==> src/rtl/cpu_reg_bank_pkg.sv <==
// rtl/cpu_reg_bank_pkg.sv - shared widths, load-select codes and flag indices for cpu_reg_bank
package cpu_reg_bank_pkg;

    localparam int WORD_SIZE     = 19;
    localparam int ADDR_SIZE     = 20;
    localparam int FLAG_REG_SIZE = 5;

    // Base codes for load_sel; GPR i is selected with LSEL_GPR0 + i
    typedef enum logic [1:0] {
        LSEL_PC   = 2'd0,
        LSEL_IR   = 2'd1,
        LSEL_GPR0 = 2'd2
    } lsel_base_e;

    // Bit positions inside the flag register
    typedef enum logic [2:0] {
        FLAG_ZERO   = 3'd0,
        FLAG_SIGN   = 3'd1,
        FLAG_PARITY = 3'd2,
        FLAG_OVF    = 3'd3,
        FLAG_CARRY  = 3'd4
    } flag_idx_e;

endpackage

==> src/rtl/cpu_reg_bank_if.sv <==
// rtl/cpu_reg_bank_if.sv - control/datapath bus of the register bank with master/slave modports
interface cpu_reg_bank_if #(
    parameter int WORD_SIZE     = cpu_reg_bank_pkg::WORD_SIZE,
    parameter int ADDR_SIZE     = cpu_reg_bank_pkg::ADDR_SIZE,
    parameter int NUM_GPR       = 4,
    parameter int FLAG_REG_SIZE = cpu_reg_bank_pkg::FLAG_REG_SIZE,
    parameter int LSEL_W        = $clog2(NUM_GPR + 2),
    parameter int RADDR_W       = $clog2(NUM_GPR)
);
    logic                     load_en;
    logic [LSEL_W-1:0]        load_sel;
    logic [WORD_SIZE-1:0]     load_data;
    logic                     pc_inc;
    logic [ADDR_SIZE-1:0]     pc_out;
    logic [WORD_SIZE-1:0]     ir_out;
    logic [RADDR_W-1:0]       rd_addr_a;
    logic [RADDR_W-1:0]       rd_addr_b;
    logic [WORD_SIZE-1:0]     rd_data_a;
    logic [WORD_SIZE-1:0]     rd_data_b;
    logic                     flag_we;
    logic [FLAG_REG_SIZE-1:0] flag_in;
    logic                     ovf_clr;
    logic [FLAG_REG_SIZE-1:0] flag_out;

    // Control unit / ALU side
    modport master (
        output load_en, load_sel, load_data, pc_inc, rd_addr_a, rd_addr_b,
               flag_we, flag_in, ovf_clr,
        input  pc_out, ir_out, rd_data_a, rd_data_b, flag_out
    );

    // Register bank side
    modport slave (
        input  load_en, load_sel, load_data, pc_inc, rd_addr_a, rd_addr_b,
               flag_we, flag_in, ovf_clr,
        output pc_out, ir_out, rd_data_a, rd_data_b, flag_out
    );
endinterface

==> src/rtl/cpu_reg_bank_pc_counter.sv <==
// rtl/cpu_reg_bank_pc_counter.sv - load/increment program counter, load wins over increment
module cpu_reg_bank_pc_counter #(
    parameter int WIDTH = cpu_reg_bank_pkg::ADDR_SIZE
) (
    input  logic             clk,
    input  logic             rst,
    input  logic             load_i,
    input  logic [WIDTH-1:0] load_data_i,
    input  logic             inc_i,
    output logic [WIDTH-1:0] count_o
);
    logic [WIDTH-1:0] count_q;
    logic [WIDTH-1:0] count_d;

    // Next count: a load suppresses the increment; increment wraps naturally
    always_comb begin
        count_d = count_q;
        if (load_i) begin
            count_d = load_data_i;
        end else if (inc_i) begin
            count_d = count_q + WIDTH'(1);
        end
    end

    // Count register with synchronous reset
    always_ff @(posedge clk) begin
        if (rst) begin
            count_q <= '0;
        end else begin
            count_q <= count_d;
        end
    end

    assign count_o = count_q;
endmodule

==> src/rtl/cpu_reg_bank.sv <==
// rtl/cpu_reg_bank.sv - PC/IR/GPR/flag register bank; CPU_REG_BANK_BYPASS_EN enables write-to-read bypass
module cpu_reg_bank #(
    parameter int WORD_SIZE     = cpu_reg_bank_pkg::WORD_SIZE,
    parameter int ADDR_SIZE     = cpu_reg_bank_pkg::ADDR_SIZE,
    parameter int NUM_GPR       = 4,
    parameter int FLAG_REG_SIZE = cpu_reg_bank_pkg::FLAG_REG_SIZE,
    parameter int LSEL_W        = $clog2(NUM_GPR + 2),
    parameter int RADDR_W       = $clog2(NUM_GPR)
) (
    input  logic          clk,
    input  logic          rst,
    cpu_reg_bank_if.slave bus
);
    import cpu_reg_bank_pkg::*;

    logic [WORD_SIZE-1:0]     ir_q, ir_d;
    logic [WORD_SIZE-1:0]     gpr_q [NUM_GPR];
    logic [WORD_SIZE-1:0]     gpr_d [NUM_GPR];
    logic [FLAG_REG_SIZE-1:0] flag_q, flag_d;
    logic                     pc_load;
    logic                     new_ovf;

    function automatic logic [LSEL_W-1:0] gpr_code(input int idx);
        return LSEL_W'(int'(LSEL_GPR0) + idx);
    endfunction

    // Read addresses beyond the populated GPRs read as zero
    function automatic logic addr_ok(input logic [RADDR_W-1:0] addr);
        return int'(addr) < NUM_GPR;
    endfunction

    assign pc_load = bus.load_en && (bus.load_sel == LSEL_W'(LSEL_PC));

    cpu_reg_bank_pc_counter #(
        .WIDTH(ADDR_SIZE)
    ) u_pc (
        .clk        (clk),
        .rst        (rst),
        .load_i     (pc_load),
        .load_data_i(ADDR_SIZE'(bus.load_data)),
        .inc_i      (bus.pc_inc),
        .count_o    (bus.pc_out)
    );

    // IR and GPR next state; select codes past the last GPR match nothing
    always_comb begin
        ir_d  = ir_q;
        gpr_d = gpr_q;
        if (bus.load_en) begin
            if (bus.load_sel == LSEL_W'(LSEL_IR)) begin
                ir_d = bus.load_data;
            end
            for (int i = 0; i < NUM_GPR; i++) begin
                if (bus.load_sel == gpr_code(i)) begin
                    gpr_d[i] = bus.load_data;
                end
            end
        end
    end

    assign new_ovf = bus.flag_we & bus.flag_in[FLAG_OVF];

    // Flags follow flag_in on a write, except overflow which is sticky until cleared;
    // an overflow raised in the clearing cycle survives the clear
    always_comb begin
        flag_d           = bus.flag_we ? bus.flag_in : flag_q;
        flag_d[FLAG_OVF] = bus.ovf_clr ? new_ovf : (flag_q[FLAG_OVF] | new_ovf);
    end

    // Architectural state registers
    always_ff @(posedge clk) begin
        if (rst) begin
            ir_q   <= '0;
            flag_q <= '0;
            for (int i = 0; i < NUM_GPR; i++) begin
                gpr_q[i] <= '0;
            end
        end else begin
            ir_q   <= ir_d;
            gpr_q  <= gpr_d;
            flag_q <= flag_d;
        end
    end

    // Operand read ports, combinational from the GPR array
    always_comb begin
        bus.rd_data_a = '0;
        bus.rd_data_b = '0;
        if (addr_ok(bus.rd_addr_a)) begin
            bus.rd_data_a = gpr_q[bus.rd_addr_a];
        end
        if (addr_ok(bus.rd_addr_b)) begin
            bus.rd_data_b = gpr_q[bus.rd_addr_b];
        end
`ifdef CPU_REG_BANK_BYPASS_EN
        if (bus.load_en && addr_ok(bus.rd_addr_a) && (bus.load_sel == gpr_code(int'(bus.rd_addr_a)))) begin
            bus.rd_data_a = bus.load_data;
        end
        if (bus.load_en && addr_ok(bus.rd_addr_b) && (bus.load_sel == gpr_code(int'(bus.rd_addr_b)))) begin
            bus.rd_data_b = bus.load_data;
        end
`endif
    end

    assign bus.ir_out   = ir_q;
    assign bus.flag_out = flag_q;
endmodule

==> src/flat_wrapper.sv <==
// flat-port wrapper written by rule: the top's interface ports become plain ports
module cpu_reg_bank_flat import cpu_reg_bank_pkg::*;
#(
    parameter int WORD_SIZE     = cpu_reg_bank_pkg::WORD_SIZE,
    parameter int ADDR_SIZE     = cpu_reg_bank_pkg::ADDR_SIZE,
    parameter int NUM_GPR       = 4,
    parameter int FLAG_REG_SIZE = cpu_reg_bank_pkg::FLAG_REG_SIZE,
    parameter int LSEL_W        = $clog2(NUM_GPR + 2),
    parameter int RADDR_W       = $clog2(NUM_GPR)
)
  (clk, rst, bus_load_en, bus_load_sel, bus_load_data, bus_pc_inc, bus_rd_addr_a, bus_rd_addr_b, bus_flag_we, bus_flag_in, bus_ovf_clr, bus_pc_out, bus_ir_out, bus_rd_data_a, bus_rd_data_b, bus_flag_out);
  cpu_reg_bank_if #(.WORD_SIZE(WORD_SIZE), .ADDR_SIZE(ADDR_SIZE), .NUM_GPR(NUM_GPR), .FLAG_REG_SIZE(FLAG_REG_SIZE), .LSEL_W(LSEL_W), .RADDR_W(RADDR_W)) bus_i ();
  input  logic clk;
  input  logic rst;
  input wire logic [$bits(bus_i.load_en)-1:0] bus_load_en;
  input wire logic [$bits(bus_i.load_sel)-1:0] bus_load_sel;
  input wire logic [$bits(bus_i.load_data)-1:0] bus_load_data;
  input wire logic [$bits(bus_i.pc_inc)-1:0] bus_pc_inc;
  input wire logic [$bits(bus_i.rd_addr_a)-1:0] bus_rd_addr_a;
  input wire logic [$bits(bus_i.rd_addr_b)-1:0] bus_rd_addr_b;
  input wire logic [$bits(bus_i.flag_we)-1:0] bus_flag_we;
  input wire logic [$bits(bus_i.flag_in)-1:0] bus_flag_in;
  input wire logic [$bits(bus_i.ovf_clr)-1:0] bus_ovf_clr;
  output wire logic [$bits(bus_i.pc_out)-1:0] bus_pc_out;
  output wire logic [$bits(bus_i.ir_out)-1:0] bus_ir_out;
  output wire logic [$bits(bus_i.rd_data_a)-1:0] bus_rd_data_a;
  output wire logic [$bits(bus_i.rd_data_b)-1:0] bus_rd_data_b;
  output wire logic [$bits(bus_i.flag_out)-1:0] bus_flag_out;
  assign bus_i.load_en = bus_load_en;
  assign bus_i.load_sel = bus_load_sel;
  assign bus_i.load_data = bus_load_data;
  assign bus_i.pc_inc = bus_pc_inc;
  assign bus_i.rd_addr_a = bus_rd_addr_a;
  assign bus_i.rd_addr_b = bus_rd_addr_b;
  assign bus_i.flag_we = bus_flag_we;
  assign bus_i.flag_in = bus_flag_in;
  assign bus_i.ovf_clr = bus_ovf_clr;
  assign bus_pc_out = bus_i.pc_out;
  assign bus_ir_out = bus_i.ir_out;
  assign bus_rd_data_a = bus_i.rd_data_a;
  assign bus_rd_data_b = bus_i.rd_data_b;
  assign bus_flag_out = bus_i.flag_out;
  cpu_reg_bank #(.WORD_SIZE(WORD_SIZE), .ADDR_SIZE(ADDR_SIZE), .NUM_GPR(NUM_GPR), .FLAG_REG_SIZE(FLAG_REG_SIZE), .LSEL_W(LSEL_W), .RADDR_W(RADDR_W)) u_core (.clk(clk), .rst(rst), .bus(bus_i));
endmodule
==> config.mk <==
export PLATFORM = sky130hd
export DESIGN_NAME = cpu_reg_bank_flat
export DESIGN_NICKNAME = d
export VERILOG_FILES = /design/src/rtl/cpu_reg_bank_pkg.sv /design/src/rtl/cpu_reg_bank_if.sv /design/src/rtl/cpu_reg_bank_pc_counter.sv /design/src/rtl/cpu_reg_bank.sv /design/src/flat_wrapper.sv
export SDC_FILE = /design/constraint.sdc
export NUM_CORES = 1
export LEC_CHECK = 0
export CAP_MARGIN = 20
export CORE_AREA = 2 2 113 115
export CTS_CLUSTER_DIAMETER = 50
export DETAILED_ROUTE_END_ITERATION = 12
export DIE_AREA = 0 0 115 117
export PLACE_DENSITY_LB_ADDON = 0.15
export SYNTH_ARGS = -nofsm -noshare
export SYNTH_HDL_FRONTEND = slang
export SYNTH_HIERARCHICAL = 1
export SYNTH_SLANG_ARGS = --single-unit
==> constraint.sdc <==
create_clock -name clk -period 2.7 [get_ports clk]
set_clock_uncertainty 0.05 [all_clocks]
set_input_delay 0.81 -clock clk [delete_from_list [all_inputs] [get_ports clk]]
set_output_delay 0.81 -clock clk [all_outputs]
set_load 0.02 [all_outputs]
==> run metrics <==
final hold vios=0; Clk Latency, worst-skew pair=0.41 ns; period utilization=99.8%; mapped cell area=6200 um2; number of global-route vias before repair=4820; drt via density=5.66; Finished Cell Area=8170 um2; Slew HR=59.1%; first-pass GRT wire length=25300 um; setup ws final=0.00636 ns; First DRT Iteration DRCs=266; crit path cell chain=buf_4, buf_12, mux4_1, buf_2; FP Rows=41; Critical Path Max Stage Delay=0.55 ns; max-slew violation count=0; Reg clk slew, reported paths=0.05 ns; Crit-path slowest cell=mux4_1; ys flop type=dfxtp_1; Setup-failing EPs final=0; DR WL/cell=19.3 um; startpoint types=input port; vias post-DR=4769; initial antenna violation count=0; I/O Buffers=118; final wirelength=16300 um; Initial Util=50.3%; CTS root buffer=clkbuf_16; CP Capture Type=primary output; Nets=719; Routed Antenna Nets=0; Syn Area/Cell=11.3 um2; layout cells sized above 1=19.9%; GPL Wtd Cong=0.844; Pwr Density=580 nW/um2; Net Count, Synth=584; Die Span Y=117 um; placed cell areas=7610 um2; DRC Markers=0; Max Cap Viol=0; RSZ-0062 raised after global routing=yes; Synth Register Bits=120; critical path arrival=1.83 ns; yosys warns=6; All-Layer GR Usage=24.7%; Clock Sinks=120; # diodes=0; CP Class=input port to primary output; Fmax=371 MHz; ys async rst share=0%; Leak=3.58 nW; fillers=977; cell count after synthesis=546; register area share after synthesis=38.8%; worst hold path type=flop to flop; CTS buffer count=17; placed cell count=806; CP max FO=7; Pre-antenna DRT Iters=6; die area=13500 um2; Post-Place Worst Slack=-0.851 ns; critical path required time=1.84 ns; Distinct cells, synth=46; DIE WIDTH=115 um; Tot Pwr=4.74 mW; status=complete, no violations; Final min period=2.69 ns; CTS tree=done; H-tree level count=4; Max VDD drop=475 uV; Area growth syn-to-layout=31.9%; Longest Clk Path Bufs=2; largest net degree at the start of global routing=42; non-filler instance count after layout=842; actual slew at the worst max-slew pin=0.608 ns; Ports=119; post-detail-place hpwl=11200 um; total grt overflow=0; Core Region=12300 um2; Post-synth EDFFs=0
==> stage by stage <==
stage          hold WS (ns)  setup TNS [ns]  utilization (%)
2_1_floorplan         0.403               0                -
3_3_place_gp          0.406          -29.46             61.8
3_5_place_dp          0.415          -30.01             61.8
4_1_cts               0.425        -0.00628             66.1
5_1_grt               0.444         -0.0559             66.4
6_report              0.424               0             66.4
==> layout make-up <==
cell class                      count  area, um2  area share, %
Multi-Input combinational cell    379       3450           42.2
Timing Repair Buffer              158       1500           18.3
Inverter                            5       18.8          0.230
Sequential cell                   120       2400           29.4
Clock buffer                       21        470           5.76
Tap cell                          150        188           2.30
Clock inverter                      9        148           1.81
==> worst max-delay path: cells and delay by family <==
| kind | cells | cell delay (ns) |
|---|---|---|
| buffers and inverters | 3 | 0.47 |
| muxes | 1 | 0.55 |
==> Yosys cell counts (all sizes together), types with 2 or more instances <==
master | n | area [um2]
nor4 | 8 | 56.3
a21oi | 9 | 45.0
xnor2 | 10 | 87.6
nand3 | 7 | 35.0
a211oi | 7 | 52.6
mux4 | 38 | 968
o21ai | 3 | 15.0
o31a | 2 | 17.5
nand4 | 7 | 56.3
xor2 | 2 | 17.5
nor3b | 4 | 30.0
or3 | 3 | 18.8
inv | 4 | 15.0
nand2 | 13 | 48.8
a311oi | 3 | 26.3
clkbuf | 20 | 75.1
buf | 22 | 210
mux2i | 101 | 1010
nand2b | 115 | 719
nand4bb | 3 | 33.8
nor3 | 5 | 25.0
o22ai | 2 | 12.5
dfxtp | 120 | 2400
nor2 | 22 | 82.6
nand4b | 2 | 17.5
==> what timing repair did <==
item	4_1_cts	5_1_grt
setup endpoints to repair	38	17
cloned	3	1
setup buffers	0	2
hold buffers	0	0
gates resized for setup	188	18
==> sequential cells by signal, indices dropped and copies added, names as in the netlist <==
register and flops:
u_core/gpr_q 76, u_core/u_pc/count_o 20, u_core/bus.ir_out 19, u_core/bus.flag_out 5
==> path summary, 6_finish.rpt <==
path,startpoint,end,slack [ns],depth (start not counted)
min,u_core/bus.ir_out[11]$_SDFFE_PP0P_,u_core/bus.ir_out[11]$_SDFFE_PP0P_,0.42,2
min reg2reg,u_core/bus.ir_out[11]$_SDFFE_PP0P_,u_core/bus.ir_out[11]$_SDFFE_PP0P_,0.42,2
max,bus_rd_addr_a[0],bus_rd_data_a[8],0.006,4
max reg2reg,u_core/u_pc/count_o[3]$_SDFFE_PP0P_,u_core/u_pc/count_o[18]$_SDFFE_PP0P_,0.63,4
==> routing by layer <==
layer / routed length, um / track usage (%) / share of wire [%]
met1: 7150 / 32.4 / 44
met2: 8010 / 41.2 / 49
met3: 953 / 5.61 / 5.9
met4: 172 / 7.31 / 1.1
met5: 0 / 0 / 0
==> placed cells by master (no fill, tap or decap), drive strengths merged, types with 7 or more instances in the layout <==
master and instances:
nand3 7, mux4 38, xnor2 10, nor2 22
nand4 7, a21oi 9, buf 80, nand2b 115
mux2i 101, clkdlybuf4s50 75, nand2 13, nor4 8
dfxtp 120, clkbuf 23, a211oi 7
==> cell families (layout without fill, tap and decap cells) <==
logic type               count (synthesis)  in the layout  share of synthesized area (%)
AND/OR/NAND/NOR                        195            195                           19.0
multiplexers                           139            139                           31.9
flip-flops                             120            120                           38.8
buffers and inverters                   47            193                           4.91
AO/OA/AOI/OAI                           31             31                           3.39
XOR/XNOR                                12             12                           1.70
adder cells (fa/ha/maj)                  1              1                          0.202
other                                    1              1                         0.0605
==> power breakdown <==
part           internal, mW  switching [mW]
Sequential             1.82          0.0442
Combinational         0.274           0.246
Clock                  1.60           0.759
Note: power is estimated with default switching activity, not from simulation.
